<file path="src/rtl/async_mem_pkg.sv">
// rtl/async_mem_pkg.sv - shared state encoding and defaults for the async SRAM-bus Wishbone master
// Purpose: state enum and parameter defaults shared by async_mem_wb_master and wb_cycle_timer.
// Ports: none (package).
package async_mem_pkg;

    typedef enum logic [2:0] {
        ST_IDLE    = 3'd0,
        ST_ARMED   = 3'd1,
        ST_WR_WAIT = 3'd2,
        ST_RD_REQ  = 3'd3,
        ST_RD_HOLD = 3'd4,
        ST_WR_REQ  = 3'd5
    } state_t;

    localparam int          TO_CYC_DEF   = 255;
    localparam logic [31:0] ERR_DATA_DEF = 32'hDEAD_BEEF;

endpackage

</file>
<file path="src/rtl/async_mem_wb_master_timer.sv">
// rtl/async_mem_wb_master_timer.sv - Wishbone cycle watchdog counter
// Purpose: counts cycles while wb_cyc is high and flags expiry at TO_CYC.
// Ports: clk, rst (async, active-high); i_run = current wb_cyc level;
//        o_expired = high during the cycle where the count reaches TO_CYC.
module wb_cycle_timer #(
    parameter int TO_CYC = 255
) (
    input  logic clk,
    input  logic rst,
    input  logic i_run,
    output logic o_expired
);
    localparam int CW = $clog2(TO_CYC + 1);

    logic [CW-1:0] r_cnt;

    // Held at zero whenever cyc is low, so every cycle starts counting from 0.
    always_ff @(posedge clk or posedge rst) begin
        if (rst) begin
            r_cnt <= '0;
        end else if (i_run) begin
            r_cnt <= r_cnt + 1'b1;
        end else begin
            r_cnt <= '0;
        end
    end

    // Count values 0..TO_CYC give at most TO_CYC+1 cycles of cyc high.
    assign o_expired = i_run && (r_cnt == CW'(TO_CYC));

endmodule

</file>
<file path="src/rtl/async_mem_wb_master.sv">
// rtl/async_mem_wb_master.sv - async SRAM-style host access to Wishbone classic master
// Purpose: turns each synchronised host access into one Wishbone classic cycle,
//          returns read data and wait to the host pads, posts writes with one
//          queued follow-on access.
// Ports: clk/rst; host edge pulses ce_fall/ce_rise/we_rise and levels we_n_s/oe_n_s;
//        host address/data/byte-enables in; mem_data_o/mem_data_oe/mem_wait out;
//        Wishbone master wb_*; err_o pulse on bus error or timeout.
module async_mem_wb_master
    import async_mem_pkg::*;
#(
    parameter int          AW       = 32,
    parameter int          DW       = 32,
    parameter int          TO_CYC   = TO_CYC_DEF,
    parameter logic [31:0] ERR_DATA = ERR_DATA_DEF
) (
    input  logic            clk,
    input  logic            rst,
    input  logic            ce_fall,
    input  logic            ce_rise,
    input  logic            we_rise,
    input  logic            we_n_s,
    input  logic            oe_n_s,
    input  logic [AW-1:0]   mem_addr_i,
    input  logic [DW-1:0]   mem_data_i,
    input  logic [DW/8-1:0] mem_be_n_i,
    output logic [DW-1:0]   mem_data_o,
    output logic            mem_data_oe,
    output logic            mem_wait,
    output logic [AW-1:0]   wb_adr_o,
    output logic [DW-1:0]   wb_dat_o,
    output logic [DW/8-1:0] wb_sel_o,
    output logic            wb_we_o,
    output logic            wb_cyc_o,
    output logic            wb_stb_o,
    input  logic [DW-1:0]   wb_dat_i,
    input  logic            wb_ack_i,
    input  logic            wb_err_i,
    output logic            err_o
);
    localparam logic [DW-1:0] L_ERR_DATA = DW'(ERR_DATA);

    state_t            r_state, w_state;
    logic [AW-1:0]     r_wb_adr, w_wb_adr, r_shadow, w_shadow;
    logic [DW-1:0]     r_wb_dat, w_wb_dat, r_mem_data, w_mem_data;
    logic [DW/8-1:0]   r_wb_sel, w_wb_sel;
    logic              r_wb_we, w_wb_we, r_wb_cyc, w_wb_cyc;
    logic              r_oe, w_oe, r_wait, w_wait, r_err, w_err;
    logic              r_pend, w_pend, r_abort, w_abort;
    logic              w_expired, w_bad, w_term;

    wb_cycle_timer #(.TO_CYC(TO_CYC)) u_timer (
        .clk       (clk),
        .rst       (rst),
        .i_run     (r_wb_cyc),
        .o_expired (w_expired)
    );

    // err wins over a simultaneous ack.
    assign w_bad  = wb_err_i || w_expired;
    assign w_term = wb_ack_i || w_bad;

    always_ff @(posedge clk or posedge rst) begin
        if (rst) begin
            r_state    <= ST_IDLE;
            r_wb_adr   <= '0;
            r_shadow   <= '0;
            r_wb_dat   <= '0;
            r_mem_data <= '0;
            r_wb_sel   <= '0;
            r_wb_we    <= 1'b0;
            r_wb_cyc   <= 1'b0;
            r_oe       <= 1'b0;
            r_wait     <= 1'b0;
            r_err      <= 1'b0;
            r_pend     <= 1'b0;
            r_abort    <= 1'b0;
        end else begin
            r_state    <= w_state;
            r_wb_adr   <= w_wb_adr;
            r_shadow   <= w_shadow;
            r_wb_dat   <= w_wb_dat;
            r_mem_data <= w_mem_data;
            r_wb_sel   <= w_wb_sel;
            r_wb_we    <= w_wb_we;
            r_wb_cyc   <= w_wb_cyc;
            r_oe       <= w_oe;
            r_wait     <= w_wait;
            r_err      <= w_err;
            r_pend     <= w_pend;
            r_abort    <= w_abort;
        end
    end

    always_comb begin
        w_state    = r_state;
        w_wb_adr   = r_wb_adr;
        w_shadow   = r_shadow;
        w_wb_dat   = r_wb_dat;
        w_mem_data = r_mem_data;
        w_wb_sel   = r_wb_sel;
        w_wb_we    = r_wb_we;
        w_wb_cyc   = r_wb_cyc;
        w_oe       = 1'b0;
        w_err      = 1'b0;
        w_pend     = r_pend;
        w_abort    = r_abort;

        case (r_state)
            ST_IDLE: begin
                if (ce_fall) begin
                    w_wb_adr = mem_addr_i;
                    w_state  = ST_ARMED;
                end
            end
            ST_ARMED: begin
                if (ce_rise) begin
                    w_state = ST_IDLE;
                end else if (!we_n_s) begin
                    w_state = ST_WR_WAIT;
                end else if (!oe_n_s) begin
                    w_wb_cyc = 1'b1;
                    w_wb_we  = 1'b0;
                    w_wb_sel = ~mem_be_n_i;
                    w_abort  = 1'b0;
                    w_state  = ST_RD_REQ;
                end
            end
            ST_WR_WAIT: begin
                if (we_rise || ce_rise) begin
                    w_wb_dat = mem_data_i;
                    w_wb_sel = ~mem_be_n_i;
                    w_wb_cyc = 1'b1;
                    w_wb_we  = 1'b1;
                    w_pend   = 1'b0;
                    w_state  = ST_WR_REQ;
                end
            end
            ST_RD_REQ: begin
                if (ce_rise) begin
                    w_abort = 1'b1;
                end
                if (w_term) begin
                    w_wb_cyc = 1'b0;
                    w_err    = w_bad;
                    w_abort  = 1'b0;
                    // A host that already let go gets nothing; keep the old pad data.
                    if (r_abort || ce_rise) begin
                        w_state = ST_IDLE;
                    end else begin
                        w_mem_data = w_bad ? L_ERR_DATA : wb_dat_i;
                        w_state    = ST_RD_HOLD;
                    end
                end
            end
            ST_RD_HOLD: begin
                if (ce_rise) begin
                    w_state = ST_IDLE;
                end else begin
                    w_oe = ~oe_n_s;
                end
            end
            ST_WR_REQ: begin
                // Second host access arriving while the write is still on the bus.
                if (ce_fall) begin
                    w_pend   = 1'b1;
                    w_shadow = mem_addr_i;
                end
                if (ce_rise && r_pend) begin
                    w_pend = 1'b0;
                end
                if (w_term) begin
                    w_wb_cyc = 1'b0;
                    w_wb_we  = 1'b0;
                    w_err    = w_bad;
                    if (w_pend) begin
                        w_wb_adr = w_shadow;
                        w_pend   = 1'b0;
                        w_state  = ST_ARMED;
                    end else begin
                        w_state = ST_IDLE;
                    end
                end
            end
            default: begin
                w_wb_cyc = 1'b0;
                w_state  = ST_IDLE;
            end
        endcase

        // Host stalls only while an access is decided or a read is outstanding.
        w_wait = (w_state == ST_ARMED) || (w_state == ST_RD_REQ);
    end

    assign mem_data_o  = r_mem_data;
    assign mem_data_oe = r_oe;
    assign mem_wait    = r_wait;
    assign wb_adr_o    = r_wb_adr;
    assign wb_dat_o    = r_wb_dat;
    assign wb_sel_o    = r_wb_sel;
    assign wb_we_o     = r_wb_we;
    assign wb_cyc_o    = r_wb_cyc;
    assign wb_stb_o    = r_wb_cyc;
    assign err_o       = r_err;

endmodule

</file>
<file path="config.mk">
export PLATFORM = sky130hd
export DESIGN_NAME = async_mem_wb_master
export DESIGN_NICKNAME = d
export VERILOG_FILES = /design/src/rtl/async_mem_pkg.sv /design/src/rtl/async_mem_wb_master_timer.sv /design/src/rtl/async_mem_wb_master.sv
export SDC_FILE = /design/constraint.sdc
export NUM_CORES = 1
export LEC_CHECK = 0
export CAP_MARGIN = 15
export CORE_MARGIN = 2
export CORE_UTILIZATION = 41
export DETAILED_ROUTE_END_ITERATION = 8
export MAX_ROUTING_LAYER = met4
export PLACE_DENSITY = 0.74
export SETUP_SLACK_MARGIN = 0.05
export SLEW_MARGIN = 40
export SYNTH_ARGS = -nofsm -noshare
export SYNTH_HDL_FRONTEND = slang
export SYNTH_SLANG_ARGS = --single-unit
</file>
<file path="constraint.sdc">
create_clock -name clk -period 5.65 [get_ports clk]
set_input_delay 1.4125 -clock clk [delete_from_list [all_inputs] [get_ports clk]]
set_output_delay 1.4125 -clock clk [all_outputs]
set_load 0.05 [all_outputs]
</file>
Word-level counts from Yosys, hierarchy flattened
Index checks and enable logic that the tools add are counted.
Storage, ports and cells
  register bits: 150
  input bits: 109
  output and inout bits: 106
  logic and storage cells: 105
Cells by class
  add/subtract/negate cells: 1
  eq/ne operators: 17
  multiplexer cells: 46
  bitwise operators: 4
  reductions and logical operators: 23
Operators by type and width (number)
  two-way mux 32 bit: 5
  one-hot mux 32 bit (2 select lines): 1
  two-way mux 3 bit: 9
  two-way mux 1 bit: 20
  one-hot mux 3 bit (6 select lines): 1
  two-way mux 4 bit: 4
  != test 2 bit (second input constant): 7
  AND reduction 6 bit: 2
  AND reduction 5 bit: 2
  equality test 3 x 2 -> 1 bit (second input constant): 3
  adder 8 x 1 -> 8 bit (second input constant): 1
  equality test 8 bit (second input constant): 1
  two-way mux 8 bit: 1
  one-hot mux 4 bit (2 select lines): 1
  nonzero test 2 bit: 4
  equality test 3 x 1 -> 1 bit (second input constant): 2
  equality test 3 bit (second input constant): 2
  logical OR 1 bit: 5
  inverter 4 bit: 1
  one-hot mux 1 bit (2 select lines): 2
  one-hot mux 1 bit (4 select lines): 1
  AND reduction 2 bit: 2
  AND reduction 4 bit: 1
  OR reduction 2 bit: 2
  other kinds (8): 11

Longest topological paths before layout
  word-level depth: 8
  depth in mapped cells: 7
  gate-level depth less buffers: 5

Cells and area by module
From an unflattened synthesis, not the netlist that was laid out.
Unflattened totals
  cells, all modules: 565
  area, all modules: 6363.6 µm²
By module, submodules not included
  async_mem_wb_master: times used 1, cells each 530, area an instance 5990.7 µm², sequential area each 3553.4 µm²
  wb_cycle_timer: times used 1, cells each 35, area an instance 372.9 µm², sequential area each 200.2 µm²

Worst setup path after synthesis
OpenSTA, ideal clock, no wires.
  path type: input port to flip-flop
  start: input port ce_rise
  end: register r_wb_adr[20], in the netlist wb_adr_o[20]
  arrival time: 2.698 ns
  path slack: 2.827 ns
  stages on the path: 5
  cell sequence: clkbuf_1 -> nand4b_1 -> a221oi_4 -> buf_6 -> mux2_2
Between the ends
  longest elaborated chain between the ends: 5
RTL lines
  from (decl): RTL line async_mem_wb_master.sv:19  | input logic ce_rise,
  logical AND 1 bit: RTL line async_mem_wb_master.sv:168  | if (ce_rise && r_pend) begin
  two-way mux 1 bit: RTL line async_mem_wb_master.sv:168
  two-way mux 1 bit: RTL line async_mem_wb_master.sv:108  | case (r_state)
  != test 2 bit (no line)
  AND reduction 4 bit (no line)
  to (signal assigned): RTL line async_mem_wb_master.sv:79  | r_wb_adr <= w_wb_adr;
  to (decl): RTL line async_mem_wb_master.sv:43  | logic [AW-1:0] r_wb_adr, w_wb_adr, r_shadow, w_shadow;
No other way between the ends. The select of a mux whose other input is x is not followed.
A chain may end at the register's enable or synchronous reset.

Worst setup path after layout
  start: input port ce_rise
  end: register r_mem_data[2], in the netlist mem_data_o[2]
Between the ends
  longest elaborated chain between the ends: 3
RTL lines
  logical OR 1 bit: RTL line async_mem_wb_master.sv:147  | if (r_abort || ce_rise) begin
  inverter 1 bit (no line)
  AND reduction 3 bit (no line)
  to (signal assigned): RTL line async_mem_wb_master.sv:82  | r_mem_data <= w_mem_data;
  to (decl): RTL line async_mem_wb_master.sv:44  | logic [DW-1:0] r_wb_dat, w_wb_dat, r_mem_data, w_mem_data;
No other way between the ends.

==> flow_summary.json <==
{
  "layout_worst_path_cycle_share_pct": 64.2,
  "p_per_area_mw_per_mm2": 649,
  "slew_headroom_pct": 50.4,
  "rsz0062_at_grt": "no",
  "cp_max_fo": 34,
  "p_leak_uw": 0.00402,
  "worstHoldStart": "wb_dat_o[22]",
  "synthesis.area_sq_mm": 0.00643,
  "ys.flop_type": "dfrtp_1",
  "nets": 882,
  "drive_gt1_share_pct": 18.2,
  "synthCells": 568,
  "setup_slack_ns": 2.02,
  "dieHeight_um": 129,
  "synthDominantCellAreaShare_pct": 58.3,
  "worst_slew_pin_slew_ns": 0.736,
  "synth_nets": 678,
  "cts_buffers": 17,
  "grt_max_degree": 97,
  "grt-ovfl-total": 0,
  "clk_pin_slew_ns": 0.06,
  "setup_tns_ns": 0,
  "synth_compound_area_share_pct": 8.58,
  "cts_sinks": 150,
  "synth-seq-cells": 150,
  "coreArea_sq_mm": 0.0153,
  "setup_viol": 0,
  "fmax_mhz": 276,
  "slew_viol_final": 0,
  "vias": 5066,
  "grt_usage_pct": 20.6,
  "antenna_found_initial": 0,
  "holdCritPathClass": "reg2reg",
  "r2r-start": "r_state[2]",
  "synth_fa_ha_area_share_pct": 0.194,
  "yosys.area_share.simple_pct": 12.2,
  "ys_top_cells_by_area": "dfrtp_1 (58%), mux2_2 (17%), nand2_1 (6.5%)",
  "post_cts_resized": 0,
  "drt_iter0_markers": 278,
  "multi_input_area_sq_mm": 0.00251,
  "path_class": "in2reg",
  "dr.pass1.iters": 4,
  "cp_data_arrival_time_ns": 3.94,
  "yosys_warnings": 0,
  "grt_pass1_wl_um": 26100,
  "yosysUniqueCellTypes": 45,
  "die_area_sq_mm": 0.0167,
  "peakVddDrop_uv": 437,
  "cap_violations": 0,
  "vias_per_cell": 5.09,
  "pre_cts_ws_ns": 1.55,
  "synth-xor-area-share_pct": 0.953,
  "clk_latency_ns": 0.42,
  "critPathLaunch": "ce_rise",
  "yosys.area.top_type": "dfrtp_1",
  "ctsLongestPathBuffers": 2,
  "clock-root-buffer": "clkbuf_16",
  "ff_latch_area_sq_mm": 0.00375,
  "startpoint_type": "primary input",
  "grt_pass1_vias": 5285,
  "holdBufCountCts": 0,
  "io_pins": 215,
  "route.detailed.drc": 0,
  "synth_edf_count": 0,
  "num_rows": 45,
  "ys_async_sr_fraction_pct": 100,
  "wl_per_cell_um": 16.3,
  "yosys-top-cells-count": "dfrtp_1 (150), nand2_1 (111), mux2_2 (95)",
  "cp_slowest_cell": "or4_2",
  "yosysSeqAreaShare_pct": 58.3,
  "io_buffer_count": 214,
  "critPathTopFamily": "simple AND/OR/NAND/NOR gates",
  "clock_skew_ns": 0.00889,
  "synthToLayoutAreaGrowth_pct": 45.1,
  "cts-htree-levels": 4,
  "yosysMostFrequentCell": "dfrtp_1",
  "num_antenna_cells": 0,
  "end_kind": "flop",
  "drt-total-wl_um": 16300,
  "max_stage_delay_ns": 1.02,
  "dieWidth_um": 129,
  "fin_crit_ns": 3.63,
  "finalHoldViolations": 0,
  "gp_congestion": 0.813,
  "muxShareOfSynthArea_pct": 16.8,
  "crit_chain": "clkdlybuf4s50_1 > or4_2 > nand2b_2 > o21ai_0",
  "dp_hpwl_um": 11500,
  "cts_tree": "built",
  "critPathBufInv": 1,
  "start_util_pct": 42.2,
  "synth_top_family_by_area": "multiplexers",
  "syn_avg_cell_area_sq_um": 11.3,
  "whs_ns": 0.474,
  "cts_setup_buffers": 0,
  "n_fill_cell": 1235,
  "ant_nets": 0,
  "status": "finished, final reports clean",
  "required_ns": 5.96
}
==> state kept, by name, indices dropped and copies added (netlist names) <==
signal,cells
mem_data_o,32
r_shadow,32
wb_adr_o,32
wb_dat_o,32
u_timer.r_cnt,8
wb_sel_o,4
r_state,3
err_o,1
mem_data_oe,1
mem_wait,1
r_abort,1
r_pend,1
wb_cyc_o,1
wb_we_o,1
==> worst register-to-register path, cell delays in order (launching register included) <==
cell and delay (ns):
dfrtp_1 0.64, or4_2 1.05, nand2b_2 0.57, o21ai_0 0.36
==> stage by stage <==
stage          total power (uW)  utilization, %  instances  instance area [sq um]
6_report                   6060            61.2        996                   9340
5_1_grt                    6360            61.2        996                   9340
4_1_cts                    6110            61.2        996                   9330
3_5_place_dp               4980            57.3        964                   8750
3_3_place_gp               4880            57.3        964                   8740
2_1_floorplan              3920               -        568                   6430
==> where the power goes <==
group          internal (uW)  switching (uW)  total, uW
clock                    671             435       1110
sequential              1590             336       1930
combinational           1120            1900       3020
total                   3380            2680       6060
==> logic make-up (layout without fill, tap and decap cells) <==
kind of cell,count (synthesis),count (layout)
mux,96,96
compound gates,94,94
flops,150,150
xor+xnor,7,7
fa+ha+maj,1,1
buf+inv,40,257
simple gates,180,180
==> layout make-up <==
class                           count  area share, %
Clock inverter                     12           1.35
Timing Repair Buffer              222           23.6
Multi-Input combinational cell    378           26.9
Sequential cell                   150           40.2
Inverter                            3          0.201
Tap cell                          211           2.83
Clock buffer                       20           4.89
==> worst paths after layout <==
check / end / slack (ns) / cells after the start
setup / recovery: mem_data_o[2] / 2.02 / 4
hold / removal: wb_dat_o[22] / 0.47 / 2
setup reg to reg: mem_data_o[2] / 2.94 / 3
hold reg to reg: wb_dat_o[22] / 0.47 / 2
max in group asynchronous: wb_adr_o[6] / 3.27 / 3
min in group asynchronous: wb_adr_o[25] / 1.54 / 2
==> routing by layer <==
metal	vias up	track usage, %	routed length (um)
met1	2492	24.6	6700
met2	201	34.3	8250
li1	2356	-	-
met5	-	-	0
met3	17	4.91	1080
met4	0	7.03	224
==> placed cells by master (no fill, tap or decap), types with 2 or more instances in the layout <==
cell type / count
clkdlybuf4s50_1: 214
dfrtp_1: 150
nand2_1: 111
mux2_2: 95
o21ai_0: 72
nor2_1: 31
clkbuf_16: 17
and2_1: 8
buf_4: 8
xnor2_1: 5
clkinvlp_4: 5
nand4_1: 4
o31ai_1: 4
nand3_1: 4
clkinv_2: 4
nor3b_1: 3
nor2b_1: 3
nor3_2: 2
inv_1: 2
nand2b_1: 2
a2bb2oi_1: 2
a21oi_1: 2
a211oi_1: 2
a221oi_1: 2
and3_1: 2
xor2_1: 2
o22a_1: 2
bufinv_16: 2
clkbuf_8: 2
Power figures use the tool's default switching activity.
